**config.mk**
```make
export PLATFORM = sky130hd
export DESIGN_NAME = tt_vector_scheduler_flat
export DESIGN_NICKNAME = d
export VERILOG_FILES = /design/src/rtl/tt_vector_scheduler_if.sv /design/src/rtl/tt_vector_scheduler.sv /design/src/flat_wrapper.sv
export SDC_FILE = /design/constraint.sdc
export NUM_CORES = 1
export LEC_CHECK = 0
export BUFFER_PORTS_ARGS = -buffer_cell sky130_fd_sc_hd__buf_2
export CELL_PAD_IN_SITES_DETAIL_PLACEMENT = 0
export CELL_PAD_IN_SITES_GLOBAL_PLACEMENT = 1
export CORE_MARGIN = 3
export CORE_UTILIZATION = 25
export CTS_CLUSTER_DIAMETER = 50
export CTS_CLUSTER_SIZE = 30
export DETAILED_ROUTE_END_ITERATION = 8
export PLACE_DENSITY = 0.43
export SLEW_MARGIN = 20
export SYNTH_ARGS = -nofsm -noshare
export SYNTH_HDL_FRONTEND = slang
export SYNTH_SLANG_ARGS = --single-unit
export TNS_END_PERCENT = 10
```
**constraint.sdc**
```tcl
create_clock -name clk -period 10 [get_ports clk]
set_input_delay 2 -clock clk [delete_from_list [all_inputs] [get_ports clk]]
set_output_delay 2 -clock clk [all_outputs]
set_load 0.005 [all_outputs]
```
**src/rtl/tt_vector_scheduler_if.sv**
```systemverilog
// Link between the vector scheduler and the tinytester phase sequencer.
// Handshake: tt_control_o[0] rises to request a run, is held until WAIT is seen and
// tt_datain_i captured, then drops; the run is over once tt_state_i returns to IDLE.
interface tt_vector_scheduler_if;
  logic [31:0] tt_control_o;
  logic [31:0] tt_dataout_o;
  logic [31:0] tt_oe_o;
  logic [31:0] tt_datain_i;
  logic [6:0]  tt_state_i;
  logic [2:0]  sched_state;

  modport master (output tt_control_o, tt_dataout_o, tt_oe_o, sched_state,
                  input  tt_datain_i, tt_state_i);
  modport slave  (input  tt_control_o, tt_dataout_o, tt_oe_o, sched_state,
                  output tt_datain_i, tt_state_i);
endinterface

```
**src/rtl/tt_vector_scheduler.sv**
```systemverilog
// Buffers test vectors, launches one tinytester run per vector and collects the
// sampled pad words into a first-word-fall-through result FIFO.
module tt_vector_scheduler #(
  parameter int VEC_AW  = 4,
  parameter int RES_AW  = 4,
  parameter int TIMEOUT = 64
) (
  input  logic                  clk,
  input  logic                  rst,
  input  logic                  vec_wr_i,
  input  logic [31:0]           vec_dataout_i,
  input  logic [31:0]           vec_oe_i,
  output logic                  vec_full_o,
  output logic [VEC_AW:0]       vec_count_o,
  input  logic                  run_i,
  input  logic [7:0]            gap_i,
  input  logic                  res_rd_i,
  output logic [31:0]           res_data_o,
  output logic                  res_empty_o,
  output logic [RES_AW:0]       res_count_o,
  input  logic                  err_clr_i,
  output logic                  timeout_o,
  output logic                  ovf_o,
  output logic                  busy_o,
  output logic                  done_o,
  tt_vector_scheduler_if.master tt
);
  localparam int VDEPTH = 1 << VEC_AW;
  localparam int RDEPTH = 1 << RES_AW;
  localparam int TW     = $clog2(TIMEOUT + 1);
  localparam logic [TW-1:0] TO_LAST = TW'(TIMEOUT - 1);
  localparam logic [6:0] TT_IDLE = 7'h20;
  localparam logic [6:0] TT_WAIT = 7'h10;

  typedef enum logic [2:0] {S_IDLE, S_START, S_CAPTURE, S_RELEASE, S_GAP} state_t;

  state_t            state_q;
  logic              ctrl_q;
  logic [31:0]       dout_q;
  logic [31:0]       oe_q;
  logic [TW-1:0]     to_cnt_q;
  logic [7:0]        gap_q;
  logic              done_q;
  logic              timeout_q;
  logic              ovf_q;

  logic [31:0]       vdat_mem [VDEPTH];
  logic [31:0]       voe_mem  [VDEPTH];
  logic [VEC_AW-1:0] vwr_q, vrd_q;
  logic [VEC_AW:0]   vcnt_q;
  logic              vec_full, vec_push, vec_pop;

  logic [31:0]       rdat_mem [RDEPTH];
  logic [RES_AW-1:0] rwr_q, rrd_q;
  logic [RES_AW:0]   rcnt_q;
  logic              res_full, res_push, res_pop;

  assign vec_full = (vcnt_q == (VEC_AW+1)'(VDEPTH));
  assign vec_push = vec_wr_i && !vec_full;
  assign vec_pop  = (state_q == S_IDLE) && run_i && (vcnt_q != '0);

  assign res_full = (rcnt_q == (RES_AW+1)'(RDEPTH));
  assign res_push = (state_q == S_CAPTURE) && !res_full;
  assign res_pop  = res_rd_i && (rcnt_q != '0);

  always_ff @(posedge clk) begin
    if (vec_push) begin
      vdat_mem[vwr_q] <= vec_dataout_i;
      voe_mem[vwr_q]  <= vec_oe_i;
    end
    if (res_push) rdat_mem[rwr_q] <= tt.tt_datain_i;
  end

  always_ff @(posedge clk or posedge rst) begin
    if (rst) begin
      vwr_q  <= '0;
      vrd_q  <= '0;
      vcnt_q <= '0;
      rwr_q  <= '0;
      rrd_q  <= '0;
      rcnt_q <= '0;
    end else begin
      if (vec_push) vwr_q <= vwr_q + VEC_AW'(1);
      if (vec_pop)  vrd_q <= vrd_q + VEC_AW'(1);
      vcnt_q <= vcnt_q + (VEC_AW+1)'(vec_push) - (VEC_AW+1)'(vec_pop);
      if (res_push) rwr_q <= rwr_q + RES_AW'(1);
      if (res_pop)  rrd_q <= rrd_q + RES_AW'(1);
      rcnt_q <= rcnt_q + (RES_AW+1)'(res_push) - (RES_AW+1)'(res_pop);
    end
  end

  // Clear-then-set ordering lets a same-cycle error event win over err_clr_i.
  always_ff @(posedge clk or posedge rst) begin
    if (rst) begin
      state_q   <= S_IDLE;
      ctrl_q    <= 1'b0;
      dout_q    <= '0;
      oe_q      <= '0;
      to_cnt_q  <= '0;
      gap_q     <= '0;
      done_q    <= 1'b0;
      timeout_q <= 1'b0;
      ovf_q     <= 1'b0;
    end else begin
      done_q <= 1'b0;
      if (err_clr_i) begin
        timeout_q <= 1'b0;
        ovf_q     <= 1'b0;
      end
      if (vec_wr_i && vec_full) ovf_q <= 1'b1;
      case (state_q)
        S_IDLE: begin
          if (vec_pop) begin
            dout_q   <= vdat_mem[vrd_q];
            oe_q     <= voe_mem[vrd_q];
            ctrl_q   <= 1'b1;
            to_cnt_q <= '0;
            state_q  <= S_START;
          end
        end
        S_START: begin
          if (tt.tt_state_i == TT_WAIT) begin
            state_q <= S_CAPTURE;
          end else if (to_cnt_q == TO_LAST) begin
            timeout_q <= 1'b1;
            ctrl_q    <= 1'b0;
            state_q   <= S_RELEASE;
          end else begin
            to_cnt_q <= to_cnt_q + TW'(1);
          end
        end
        S_CAPTURE: begin
          if (!res_full) begin
            ctrl_q  <= 1'b0;
            done_q  <= 1'b1;
            state_q <= S_RELEASE;
          end
        end
        S_RELEASE: begin
          if (tt.tt_state_i == TT_IDLE) begin
            if (gap_i != 8'd0) begin
              gap_q   <= gap_i;
              state_q <= S_GAP;
            end else begin
              state_q <= S_IDLE;
            end
          end
        end
        S_GAP: begin
          gap_q <= gap_q - 8'd1;
          if (gap_q == 8'd1) state_q <= S_IDLE;
        end
        default: state_q <= S_IDLE;
      endcase
    end
  end

  assign tt.tt_control_o = {31'b0, ctrl_q};
  assign tt.tt_dataout_o = dout_q;
  assign tt.tt_oe_o      = oe_q;
  assign tt.sched_state  = state_q;

  assign vec_full_o  = vec_full;
  assign vec_count_o = vcnt_q;
  assign res_data_o  = rdat_mem[rrd_q];
  assign res_empty_o = (rcnt_q == '0);
  assign res_count_o = rcnt_q;
  assign timeout_o   = timeout_q;
  assign ovf_o       = ovf_q;
  assign busy_o      = (state_q != S_IDLE);
  assign done_o      = done_q;
endmodule
```
**src/flat_wrapper.sv**
```systemverilog
// flat-port wrapper written by rule: the top's interface ports become plain ports
module tt_vector_scheduler_flat 
#(
  parameter int VEC_AW  = 4,
  parameter int RES_AW  = 4,
  parameter int TIMEOUT = 64
)
  (clk, rst, vec_wr_i, vec_dataout_i, vec_oe_i, vec_full_o, vec_count_o, run_i, gap_i, res_rd_i, res_data_o, res_empty_o, res_count_o, err_clr_i, timeout_o, ovf_o, busy_o, done_o, tt_tt_control_o, tt_tt_dataout_o, tt_tt_oe_o, tt_sched_state, tt_tt_datain_i, tt_tt_state_i);
  tt_vector_scheduler_if tt_i ();
  input  logic clk;
  input  logic rst;
  input  logic vec_wr_i;
  input  logic [31:0] vec_dataout_i;
  input  logic [31:0] vec_oe_i;
  output logic vec_full_o;
  output logic [VEC_AW:0] vec_count_o;
  input  logic run_i;
  input  logic [7:0] gap_i;
  input  logic res_rd_i;
  output logic [31:0] res_data_o;
  output logic res_empty_o;
  output logic [RES_AW:0] res_count_o;
  input  logic err_clr_i;
  output logic timeout_o;
  output logic ovf_o;
  output logic busy_o;
  output logic done_o;
  output wire logic [$bits(tt_i.tt_control_o)-1:0] tt_tt_control_o;
  output wire logic [$bits(tt_i.tt_dataout_o)-1:0] tt_tt_dataout_o;
  output wire logic [$bits(tt_i.tt_oe_o)-1:0] tt_tt_oe_o;
  output wire logic [$bits(tt_i.sched_state)-1:0] tt_sched_state;
  input wire logic [$bits(tt_i.tt_datain_i)-1:0] tt_tt_datain_i;
  input wire logic [$bits(tt_i.tt_state_i)-1:0] tt_tt_state_i;
  assign tt_tt_control_o = tt_i.tt_control_o;
  assign tt_tt_dataout_o = tt_i.tt_dataout_o;
  assign tt_tt_oe_o = tt_i.tt_oe_o;
  assign tt_sched_state = tt_i.sched_state;
  assign tt_i.tt_datain_i = tt_tt_datain_i;
  assign tt_i.tt_state_i = tt_tt_state_i;
  tt_vector_scheduler #(.VEC_AW(VEC_AW), .RES_AW(RES_AW), .TIMEOUT(TIMEOUT)) u_core (.clk(clk), .rst(rst), .vec_wr_i(vec_wr_i), .vec_dataout_i(vec_dataout_i), .vec_oe_i(vec_oe_i), .vec_full_o(vec_full_o), .vec_count_o(vec_count_o), .run_i(run_i), .gap_i(gap_i), .res_rd_i(res_rd_i), .res_data_o(res_data_o), .res_empty_o(res_empty_o), .res_count_o(res_count_o), .err_clr_i(err_clr_i), .timeout_o(timeout_o), .ovf_o(ovf_o), .busy_o(busy_o), .done_o(done_o), .tt(tt_i));
endmodule
```
### Yosys cells after proc, flatten, opt, wreduce, memory -nomap -nowiden

Memories as Yosys holds them, arrays and structs flattened. A register that Yosys moved wholly into a read port is not among the register bits.
Index checks and enable logic that the tools add are counted.

| word-level totals | value |
|---|---|
| flip-flop bits (word level) | 48 |
| memory bits (writable) | 1536 |
| bits of input ports | 117 |
| output and inout bits | 147 |
| logic and storage cells | 100 |
| memories | 3 |

| operators by class | value |
|---|---|
| $add $sub $neg | 10 |
| equality and inequality tests | 19 |
| multiplexer cells | 32 |
| reductions and logical operators | 23 |

Memories:

| name | words | width | rd ports | clocked after memory_dff | write ports | line | RTL |
|---|---|---|---|---|---|---|---|
| u_core.rdat_mem | 16 | 32 | 1 | 0 | 1 | tt_vector_scheduler.sv:53 | `logic [31:0] rdat_mem [RDEPTH];` |
| u_core.vdat_mem | 16 | 32 | 1 | 1 | 1 | tt_vector_scheduler.sv:47 | `logic [31:0] vdat_mem [VDEPTH];` |
| u_core.voe_mem | 16 | 32 | 1 | 1 | 1 | tt_vector_scheduler.sv:48 | `logic [31:0] voe_mem [VDEPTH];` |

Operators by type and width:

| kind | number |
|---|---|
| $mux 3 | 7 |
| $mux 7 | 3 |
| $add 4x1->4 const B | 4 |
| $mux 1 | 16 |
| $mux 8 | 2 |
| $pmux 8 s2 | 1 |
| $pmux 3 s5 | 1 |
| $eq 7x6->1 const B | 2 |
| $pmux 7 s2 | 1 |
| $add 5x1->5 | 2 |
| $eq 5x5->1 const B | 2 |
| $ne 2x1->1 const B | 5 |
| $reduce_and 5->1 | 2 |
| $reduce_bool 5->1 | 2 |
| $sub 5x1->5 | 2 |
| $eq 8x1->1 const B | 1 |
| $reduce_bool 8->1 | 1 |
| $sub 8x1->8 const B | 1 |
| $add 7x1->7 const B | 1 |
| $eq 7x5->1 const B | 1 |
| $eq 3x2->1 const B | 2 |
| $logic_and 1x1->1 | 6 |
| $ne 2x2->1 const B | 3 |
| $reduce_bool 2->1 | 3 |
| 11 further kinds | 13 |

### Depth between registers and ports, before layout

Gate-level depths: netlist (run 1).

| logic depth | value |
|---|---|
| depth in word-level cells | 5 |
| mapped depth | 15 |
| mapped depth without buffers | 15 |

### Least setup slack after synthesis (run 1)

No wires, ideal clock.

| timing path | value |
|---|---|
| path type | in2reg |
| start point | input vec_wr_i |
| end point | memory u_core.vdat_mem[3][0], enable pin |
| setup time | 0.564 ns |
| arrival time | 6.916 ns |
| required time | 9.436 ns |
| slack | 2.520 ns |
| stages on the path | 4 |
| buffers on the path | 1 |
| cell sequence | nor2b_1 -> clkbuf_1 -> nand2_1 -> nor3_1 |

| on the way | value |
|---|---|
| cells in the longest elaborated chain, start to end | 3 |

RTL lines:

| element | line | RTL |
|---|---|---|
| start, declared | flat_wrapper.sv:12 | `input logic vec_wr_i;` |
| $logic_and 1x1->1 | tt_vector_scheduler.sv:59 | `assign vec_push = vec_wr_i && !vec_full;` |
| named net u_core.vec_push | tt_vector_scheduler.sv:51 | `logic vec_full, vec_push, vec_pop;` |
| $mux 1 | tt_vector_scheduler.sv:67 | `if (vec_push) begin` |
| $mux 1 (not written as such) | tt_vector_scheduler.sv:68 | `vdat_mem[vwr_q] <= vec_dataout_i;` |
| end, declared | tt_vector_scheduler.sv:47 |  |

The timed path passes the listed nets, and every way through them passes these cells.

### Worst setup path in the final report (run 1)

| timing path | value |
|---|---|
| start point | register u_core.rrd_q[0] |
| end point | output res_data_o[12] |

| on the way | value |
|---|---|
| cells in the longest elaborated chain, start to end | 1 |

RTL lines:

| element | line | RTL |
|---|---|---|
| start, declared | tt_vector_scheduler.sv:54 | `logic [RES_AW-1:0] rwr_q, rrd_q;` |
| start signal, assigned | tt_vector_scheduler.sv:87 | `if (res_pop) rrd_q <= rrd_q + RES_AW'(1);` |
| $mem_v2 16x32 | - |  |
| end, declared | flat_wrapper.sv:20 | `output logic [31:0] res_data_o;` |

Every way passes these cells.

==> results of run 1 <==
power by group:
group | total, uW | switching, uW | leakage (uW) | internal [uW]
combinational | 5220 | 2800 | 0.00538 | 2420
clock | 7910 | 3360 | 0.00361 | 4560
sequential | 8830 | 548 | 0.0152 | 8280
cell families (layout without fill, tap and decap cells):
family          count (synthesis)  in the layout  synth area share [%]
compound gates                114            114                 1.492
buf+inv                       205            728                 1.643
other cells                     1             43              0.005947
simple gates                  192            192                 1.456
mux                           548            548                 16.96
fa+ha+maj                      26             26                0.5397
flops                        1648           1648                 77.59
xor+xnor                       23             23                0.3194
routing by layer:
layer	part of all wire, %	wire length (um)
met1	43	72270
met2	51	85830
met3	4.8	8220
met4	2.0	3360
met5	0.029	49
synth_stat cells (2+ instances only):
cell type  count
a21o_1         4
a21oi_1       14
a31oi_1        5
and2_1         9
and3_1         3
buf_1         29
buf_2         42
buf_4         43
buf_6          7
clkbuf_1      54
dfrtp_1      112
edfxtp_1    1536
fa_1           2
ha_1          24
inv_1         28
inv_2          2
mux2_1         2
mux2i_1      130
mux4_2       416
nand2_1       86
nand2b_1       6
nand3_1        3
nand3b_1       5
nand4_1        5
nor2_1        39
nor2b_1        2
nor3_1        12
nor3b_1        3
nor4_1         5
nor4b_1        2
o21ai_0        4
o21ai_1        6
o221ai_1      64
o22a_1         4
o22ai_1        3
or2_1          2
or3_1          4
xnor2_1       19
xor2_1         4
final cells by class:
| cell class | count | share of cell area [%] |
|---|---|---|
| inverter | 30 | 0.1582 |
| multi-input combinational | 934 | 17.64 |
| antenna | 12 | 0.03954 |
| timing repair buffer | 300 | 2.317 |
| tap | 3330 | 5.487 |
| sequential | 1648 | 64.46 |
| clock inverter | 173 | 2.880 |
| clock buffer | 225 | 7.019 |
critical path, cell delays in order (launching register included):
cell     delay (ns)
dfrtp_4        0.78
buf_4          0.68
mux4_2         0.60
mux4_2         0.52
buf_2          0.15
metrics by stage:
stage,hold slack [ns],total power (uW),instances
floorplan,0.4378,12350,2787
global placement,0.4713,14420,6239
detailed placement,0.4680,14430,6242
CTS,0.4892,22470,6640
global route,0.5079,23110,6642
finish,0.4819,21960,6652
final timing paths:
| path | startpoint | cells after the start | slack (ns) | end |
|---|---|---|---|---|
| hold / removal | u_core.to_cnt_q[6]$_DFFE_PP0P_ | 1 | 0.48 | u_core.timeout_o$_DFF_PP0_ |
| hold reg to reg | u_core.to_cnt_q[6]$_DFFE_PP0P_ | 1 | 0.48 | u_core.timeout_o$_DFF_PP0_ |
| setup reg to reg | u_core.vrd_q[1]$_DFFE_PP0P_ | 5 | 6.24 | u_core.tt.tt_oe_o[19]$_DFFE_PP0P_ |
| min in group asynchronous | rst | 2 | 1.31 | u_core.gap_q[5]$_DFFE_PP0P_ |
| max in group asynchronous | rst | 3 | 7.23 | u_core.vrd_q[0]$_DFFE_PP0P_ |
| setup / recovery | u_core.rrd_q[0]$_DFFE_PP0P_ | 4 | 4.38 | res_data_o[12] |
sequential cells by signal (all words and copies together), names as in the netlist:
signal and count:
u_core.rdat_mem 512, u_core.vdat_mem 512, u_core.voe_mem 512, u_core.tt.tt_dataout_o 32, u_core.tt.tt_oe_o 32, u_core.gap_q 8
u_core.to_cnt_q 7, u_core.res_count_o 5, u_core.vec_count_o 5, u_core.rrd_q 4, u_core.rwr_q 4, u_core.vrd_q 4
u_core.vwr_q 4, u_core.tt.sched_state 3, u_core.ctrl_q 1, u_core.done_o 1, u_core.ovf_o 1, u_core.timeout_o 1
==> qor.yml, run 1 <==
path_clk_slew_ns: 0.06
hold_class: "reg2reg"
die_h_um: 508.2
ir_drop_mv: 0.2066
grt_busiest_layer: "met2"
initial_core_util_pct: 25.24
synthCells: 2757
cts_buffers: 208
grt_pass1_wl_um: 242500
finalInstanceArea_sq_um: 75940
htreeDepth: 4
critPathArrivalTime_ns: 3.62
ant_nets: 0
layout_commonest_cell: "edfxtp_1"
most-common-layout-cells: "edfxtp_1 (1536), mux4_2 (416), buf_2 (232)"
detailedPlace.worstSlack_ns: 5.119
grt_pass1_vias: 31520
dpl_cell_area_sq_um: 68390
dr.pass1.iters: 4
ctsRootBufferMaster: "clkbuf_16"
drt_iter0_drc: 2143
hpwl_um: 93460
endpoint_kind: "output pin"
die-area_sq_um: 258300
worstPathRequired_ns: 8.00
tightest_slew_ns: 1.092
drt-wirelength-per-cell_um: 25.52
overflow: 0
max-cap-violations: 0
slew_viol_final: 0
routabilityCongestion: 0.6781
rsz0062_at_grt: "no"
status: "complete, no violations"
synth_cell_types: 56
finalHoldViolations: 0
synth_top_area_cell: "edfxtp_1"
multi_input_area_sq_um: 13390
path_class: "reg2out"
drive_above_1_share_pct: 34.65
die_w_um: 508.2
grt_max_degree: 96
core-area_sq_um: 249800
grtUsageTotal_pct: 13.10
ff_latch_area_sq_um: 48950
clock.fmax_mhz: 177.8
cts_tree: "yes"
syn_to_final_growth_pct: 20.42
tns_ns: 0
use_met2_pct: 22.39
rows: 183
clk_path_buf_depth: 3
yosysSeqAreaShare_pct: 77.59
avgSynthCellArea_sq_um: 22.87
num_vias: 29070
synth-seq-cells: 1648
clk_latency_ns: 0.89
slew_headroom_pct: 27.17
leakagePower_uw: 0.02423
synth_warnings: 0
wirelength_um: 169700
yosys-top-cells-area: "edfxtp_1 (73%), mux4_2 (15%), dfrtp_1 (4.4%)"
hold_buffers: 0
crit_path_start_kind: "register"
powerDensity_nw_per_um2: 289.2
fin_crit_ns: 5.623
cp_max_fo: 36
syn_area_sq_um: 63060
setup_viol: 0
grtUsageMet3_pct: 2.983
period_share_pct: 56.23
final_nets: 3265
async_reset_ff_share_pct: 6.796
avgViaCountPerCell: 4.370
ctsResizeCount: 0
grtUsageMet1_pct: 16.86
final_util_pct: 30.40
synth_top_flop_cell: "edfxtp_1"
antenna_found_initial: 39
cts_sinks: 1648
postCtsSetupRepairBufs: 0
netlist.area_leader.share_pct: 73.14
clock_skew_ns: 0.09964
ioPinCount: 264
num-fill-cells: 24075
drc_errors: 0
synth-edff-count: 1536
numPortBuffers: 232
layout_setup_ws_ns: 4.377
No activity file was read; power rests on OpenSTA's default activity.
==> inputs of run 2 (changes only) <==
- clock period: 10 -> 5.4 ns (I/O delays scaled with it)
==> run 2 against run 1 <==
  * Power grew 85%
  * Highest routed layer unchanged
  * Sequential share of layout area shrank 0.26 points
  * Worst hold slack got worse by 0.12 ns
  * Critical path type unchanged
  * Wire length decreased by 2.3%
==> qor.yml, run 2 (synthesis results as in run 1) <==
leakagePower_uw: 0.02433  # +0.39%
cts_sinks: 1648  # unchanged
cp_max_fo: 33  # -8.3%
fin_crit_ns: 4.454
grt_max_degree: 71  # -26%
crit_path_start_kind: "register"
ir_drop_mv: 0.2916  # +41%
placed_cells: 6257  # +0.24%
overflow: 0  # unchanged
final_util_pct: 30.52  # +0.12 points
period_share_pct: 82.48
avgViaCountPerCell: 4.380  # +0.23%
grtUsageTotal_pct: 12.78  # -0.32 points
drt_iter0_drc: 2221  # +3.6%
critPathArrivalTime_ns: 3.37  # -0.25 ns
postCtsSetupRepairBufs: 0  # unchanged
die-area_sq_um: 258300  # unchanged
drc_errors: 0  # unchanged
combPwrFrac_pct: 23.6  # -0.2 points
hold_class: "in2async"
final_nets: 3275  # +0.31%
antenna_found_initial: 40  # +2.6%
clock.fmax_mhz: 224.5
status: "complete, no violations"
num_vias: 29160  # +0.31%
power_frac_seq_pct: 40.6  # +0.4 points
sw_frac_of_total_pct: 29.83  # -0.70 points
powerDensity_nw_per_um2: 531.7  # +84%
clock_skew_ns: 0.07398  # -0.02566 ns
routabilityCongestion: 0.6804  # +0.34%
max-cap-violations: 0  # unchanged
cts_buffers: 203  # -2.4%
ioPinCount: 264  # unchanged
endpoint_kind: "output pin"
cts_tree: "yes"
tightest_slew_ns: 1.075  # -0.01715 ns
hold_buffers: 0  # unchanged
numPortBuffers: 232  # unchanged
hpwl_um: 89040  # -4.7%
drive_above_1_share_pct: 34.39  # -0.26 points
syn_to_final_growth_pct: 20.90
drt-wirelength-per-cell_um: 24.90  # -2.4%
layout_commonest_cell: "edfxtp_1"
clk_path_buf_depth: 3  # unchanged
p_sw_uw: 12090  # +80%
path_class: "reg2out"
pwr-share-clk_pct: 35.9  # about the same
ctsResizeCount: 0  # unchanged
path_clk_slew_ns: 0.06  # about the same
worstPathRequired_ns: 4.32  # -3.68 ns
dr.pass1.iters: 5  # +1
ant_nets: 0  # unchanged
setup_viol: 0  # unchanged
die_h_um: 508.2  # unchanged
ctsRootBufferMaster: "clkbuf_16"
die_w_um: 508.2  # unchanged
rsz0062_at_grt: "no"
htreeDepth: 4  # unchanged
clk_latency_ns: 0.85  # -0.04 ns
slew_headroom_pct: 28.32  # +1.1 points
core-area_sq_um: 249800  # unchanged
grt_pass1_wl_um: 238300  # -1.8%
power.internal_uw: 28440  # +86%
timing.hold.ws_ns: 0.3628  # -0.1191 ns
slew_viol_final: 0  # unchanged
initial_core_util_pct: 25.24  # unchanged
most-common-layout-cells: "edfxtp_1 (1536), mux4_2 (416), buf_2 (232)"
finalHoldViolations: 0  # unchanged
rows: 183  # unchanged
wirelength_um: 165800  # -2.3%
rr_worst_depth: 12  # +7
grt_pass1_vias: 31323  # -0.63%
stdcell_count: 6657  # +0.075%
largestRegisters: "u_core.rdat_mem (512), u_core.vdat_mem (512), u_core.voe_mem (512)"
[run 2: cell count changes in the layout (fill, tap and decap cells not counted), moves of 4 or more]
| cell | change |
|---|---|
| inv_6 | -13 |
| clkbuf_1 | +5 |
| buf_4 | -9 |
| clkinv_16 | -4 |
| inv_8 | -4 |
| clkinv_8 | +6 |
| clkinv_4 | -6 |
| clkinv_1 | +5 |
| clkbuf_16 | -5 |
| buf_12 | +24 |
| bufinv_16 | +6 |
[run 2: layer usage]
metal | vias to the layer above | wire length [um] | track usage (%)
met1 | 15816 | 72120 | 16.96
met3 | 273 | 8217 | 2.774
met4 | 22 | 3458 | 3.219
li1 | 12394 | - | -
met5 | - | 145 | 0
met2 | 655 | 81850 | 21.24
[run 2: worst max-delay path: stages (launching register included)]
cell,delay [ns]
dfrtp_4,0.92
buf_4,0.36
mux4_2,0.52
mux4_2,0.55
buf_2,0.16
[run 2: metrics by stage]
step | setup WS, ns | TNS, ns | power, uW | cell area [sq um]
floorplan | -1.123 | -215.54 | 22870 | 63180
global placement | 1.711 | 0 | 26650 | 68810
detailed placement | 1.695 | 0 | 26690 | 68810
CTS | 0.7691 | 0 | 41460 | 76200
global route | 0.6914 | 0 | 42600 | 76210
finish | 0.9460 | 0 | 40540 | 76240
[run 2: final cells by class]
cell class / count / area, sq um
fillers: 24057 / 173600
flip-flops and latches: 1648 / 48950
multi-input cells: 934 / 13400
clock buffers: 224 / 5210
well taps: 3330 / 4167
clock inverters: 161 / 2183
repair buffers: 315 / 2172
inverters: 30 / 120.1
diodes: 15 / 37.54
[run 2: worst paths after layout]
check | start | endpoint | slack (ns)
max | u_core.rrd_q[0]$_DFFE_PP0P_ | res_data_o[24] | 0.95
min | rst | u_core.rwr_q[1]$_DFFE_PP0P_ | 0.36
max reg2reg | u_core.res_count_o[2]$_DFF_PP0_ | u_core.res_count_o[4]$_DFF_PP0_ | 2.26
min reg2reg | u_core.to_cnt_q[6]$_DFFE_PP0P_ | u_core.timeout_o$_DFF_PP0_ | 0.48
max in group asynchronous | rst | u_core.tt.tt_dataout_o[12]$_DFFE_PP0P_ | 3.95
min in group clk | u_core.to_cnt_q[6]$_DFFE_PP0P_ | u_core.timeout_o$_DFF_PP0_ | 0.48
[run 2: power groups by stage]
stage	Clock [uW]	Combinational (uW)	Sequential, uW
6_report	14500	9550	16500
3_5_place_dp	0	9910	16800
2_1_floorplan	0	6850	16000
5_1_grt	15500	10400	16600
3_3_place_gp	0	9880	16800
4_1_cts	15000	9930	16500
==> inputs of run 3 (changes only) <==
- ABC_AREA: not set -> 1
- PLACE_DENSITY: 0.43 -> 0.46
- clock period: 5.4 -> 4.1 ns (I/O delays scaled with it)
==> run 3 against run 2 <==
  * Sequential power rose by 21%
  * Final cell count rose by 41%
  * Clock-buffer cell count rose by 17
  * Worst hold slack got worse by 0.35 ns
  * Power rose by 13%
  * Core utilization fell by 0.42 points
  * Clock power rose by 31%
  * Area after synthesis rose by 5.0%
  * Critical path depth rose by 2
  * Largest cell class unchanged
==> qor.yml, run 3 <==
timing.hold.ws_ns: 0.01588  # -0.3469 ns
yosys-top-cells-area: "edfxtp_1 (70%), nand2_1 (8.7%), nand3_1 (5.1%)"
wirelength_um: 208200  # +26%
grt_max_degree: 185  # +160%
synth-seq-cells: 1648  # unchanged
netlist.area_leader.share_pct: 69.68  # -3.5 points
dr.pass1.iters: 6  # +1
power_frac_seq_pct: 43.2  # +2.6 points
leakagePower_uw: 0.02798  # +15%
postCtsSetupRepairBufs: 0  # unchanged
rows: 188  # +2.7%
path_class: "reg2out"
final_nets: 5817  # +78%
rsz0062_at_grt: "no"
syn_area_sq_um: 66190  # +5.0%
core-area_sq_um: 263000  # +5.3%
num_vias: 41487  # +42%
dpl_cell_area_sq_um: 71870  # +4.5%
synth_warnings: 0  # unchanged
ioPinCount: 264  # unchanged
largestRegisters: "u_core.rdat_mem (512), u_core.vdat_mem (512), u_core.voe_mem (512)"
critPathSlowestCell: "dfrtp_4"
combPwrFrac_pct: 15.4  # -8.2 points
hold_buffers: 0  # unchanged
period_share_pct: 93.48
synth_top_flop_cell: "edfxtp_1"
finalInstanceArea_sq_um: 79170  # +3.8%
ant_nets: 0  # unchanged
max-cap-violations: 0  # unchanged
drt-wirelength-per-cell_um: 22.20  # -11%
path_clk_slew_ns: 0.06  # about the same
grtUsageTotal_pct: 14.99  # +2.2 points
numPortBuffers: 232  # unchanged
layout_commonest_cell: "edfxtp_1"
sw_frac_of_total_pct: 28.60  # -1.2 points
endpoint_kind: "output pin"
cts_sinks: 1648  # unchanged
cts_buffers: 209  # +3.0%
syn_to_final_growth_pct: 19.60
drive_above_1_share_pct: 13.09  # -21 points
finalHoldViolations: 0  # unchanged
synth_cell_types: 34  # -39%
fin_crit_ns: 3.833
ctsRootBufferMaster: "clkbuf_16"
synthCells: 5439  # +97%
p_sw_uw: 13140  # +8.7%
die-area_sq_um: 271000  # +4.9%
worstPathRequired_ns: 3.28  # -1.04 ns
routabilityCongestion: 0.7156  # +5.2%
setup_viol: 0  # unchanged
clock.fmax_mhz: 260.9
initial_core_util_pct: 25.17  # -0.073 points
slew_headroom_pct: 30.93  # +2.6 points
hpwl_um: 109300  # +23%
async_reset_ff_share_pct: 6.796  # unchanged
critPathBufInv: 2  # unchanged
grt_pass1_wl_um: 300300  # +26%
cts_tree: "yes"
clk_path_buf_depth: 3  # unchanged
clock_skew_ns: 0.06438  # -0.009602 ns
clk_latency_ns: 0.84  # about the same
crit_chain: "buf_4, o21ai_0, o211ai_1, nand3_1, nand2_1, buf_2"
drc_errors: 0  # unchanged
powerDensity_nw_per_um2: 580.5  # +9.2%
max_stage_delay_ns: 0.62  # -0.30 ns
grt_pass1_vias: 41386  # +32%
tightest_slew_ns: 1.036  # -0.03926 ns
r2r_setup_slack_ns: 1.02  # -1.24 ns
ir_drop_mv: 0.4357  # +49%
die_w_um: 520.6  # +2.4%
critPathArrivalTime_ns: 3.01  # -0.36 ns
die_h_um: 520.6  # +2.4%
power.internal_uw: 32810  # +15%
htreeDepth: 4  # unchanged
avgViaCountPerCell: 4.424  # +0.99%
status: "complete, no violations"
slew_viol_final: 0  # unchanged
antenna_found_initial: 44  # +10%
avgSynthCellArea_sq_um: 12.17  # -47%
synth_top_area_cell: "edfxtp_1"
most-common-layout-cells: "edfxtp_1 (1536), nand2_1 (1527), nand3_1 (676)"
netlist_top_cells_count: "edfxtp_1 (1536), nand2_1 (1528), nand3_1 (676)"
cp_max_fo: 54  # +64%
hold_class: "in2async"
yosysMostFrequentCell: "edfxtp_1"
crit_path_start_kind: "register"
overflow: 0  # unchanged
drt_iter0_drc: 2527  # +14%
pwr-share-clk_pct: 41.3  # +5.4 points
crit_family: "buffers and inverters"
synth-edff-count: 1536  # unchanged
yosysSeqAreaShare_pct: 73.92  # -3.7 points
## run 3: per-stage QoR
stage | instances | TNS [ns] | utilization, % | total power [uW] | setup slack (ns)
3_3_place_gp | 8978 | 0 | 27.33 | 27520 | 0.9433
4_1_cts | 9368 | 0 | 30.09 | 46790 | 0.05774
2_1_floorplan | 5469 | -428.18 | - | 24340 | -1.758
5_1_grt | 9371 | 0 | 30.10 | 48200 | 0.02311
6_report | 9378 | 0 | 30.10 | 45960 | 0.2672
3_5_place_dp | 8978 | 0 | 27.33 | 27530 | 0.9800
## run 3: cell families (layout without fill, tap and decap cells)
kind of cell	Yosys count	after routing	synth area share, %
other	1	41	0.005665
flip-flops	1648	1648	73.92
adder cells (fa/ha/maj)	26	26	0.5141
buffers and inverters	429	813	3.143
AND/OR/NAND/NOR	2747	2747	17.36
XOR/XNOR	22	22	0.2911
AO/OA/AOI/OAI	566	566	4.773
## run 3: final timing paths
kind,startpoint,end,cells past startpoint
worst max-delay path,u_core.rrd_q[0]$_DFFE_PP0P_,res_data_o[20],6
worst min-delay path,rst,u_core.rrd_q[0]$_DFFE_PP0P_,2
worst max register to register,u_core.res_count_o[2]$_DFF_PP0_,u_core.res_count_o[4]$_DFF_PP0_,13
worst min register to register,u_core.tt.tt_dataout_o[0]$_DFFE_PP0P_,u_core.tt.tt_dataout_o[0]$_DFFE_PP0P_,2
max in group asynchronous,rst,u_core.rrd_q[2]$_DFFE_PP0P_,3
min in group clk,err_clr_i,u_core.ovf_o$_DFFE_PP0P_,2
## run 3: area by class of cell
cell class / count / area (sq um)
diodes: 10 / 25.02
fillers: 26855 / 183800
well taps: 3515 / 4398
clock inverters: 149 / 1768
clock buffers: 241 / 5484
repair buffers: 350 / 2659
multi-input cells: 3392 / 15550
inverters: 73 / 327.8
flip-flops and latches: 1648 / 48950
## run 3: per-layer routing
layer  share of wire [%]  GRT usage [%]  up-vias
li1                    -              -    19675
met1                  45          19.59    20713
met2                  49          25.44      743
met3                 4.3          2.924      336
met4                 2.2          3.750       20
met5               0.060              0        -
## run 3: power by group through the flow
stage / clock network (uW) / registers [uW] / logic [uW]
after global placement: 0 / 20200 / 7310
after detailed placement: 0 / 20200 / 7310
after floorplan: 0 / 20100 / 4220
after global routing: 20300 / 19900 / 7990
after CTS: 19600 / 19900 / 7330
final: 19000 / 19900 / 7100
## run 3: what timing repair did
| action | 4_1_cts | 5_1_grt |
|---|---|---|
| endpoints found under the hold margin | 0 | 0 |
| setup endpoints to repair | 0 | 12 |
| gates resized for setup | 0 | 3 |
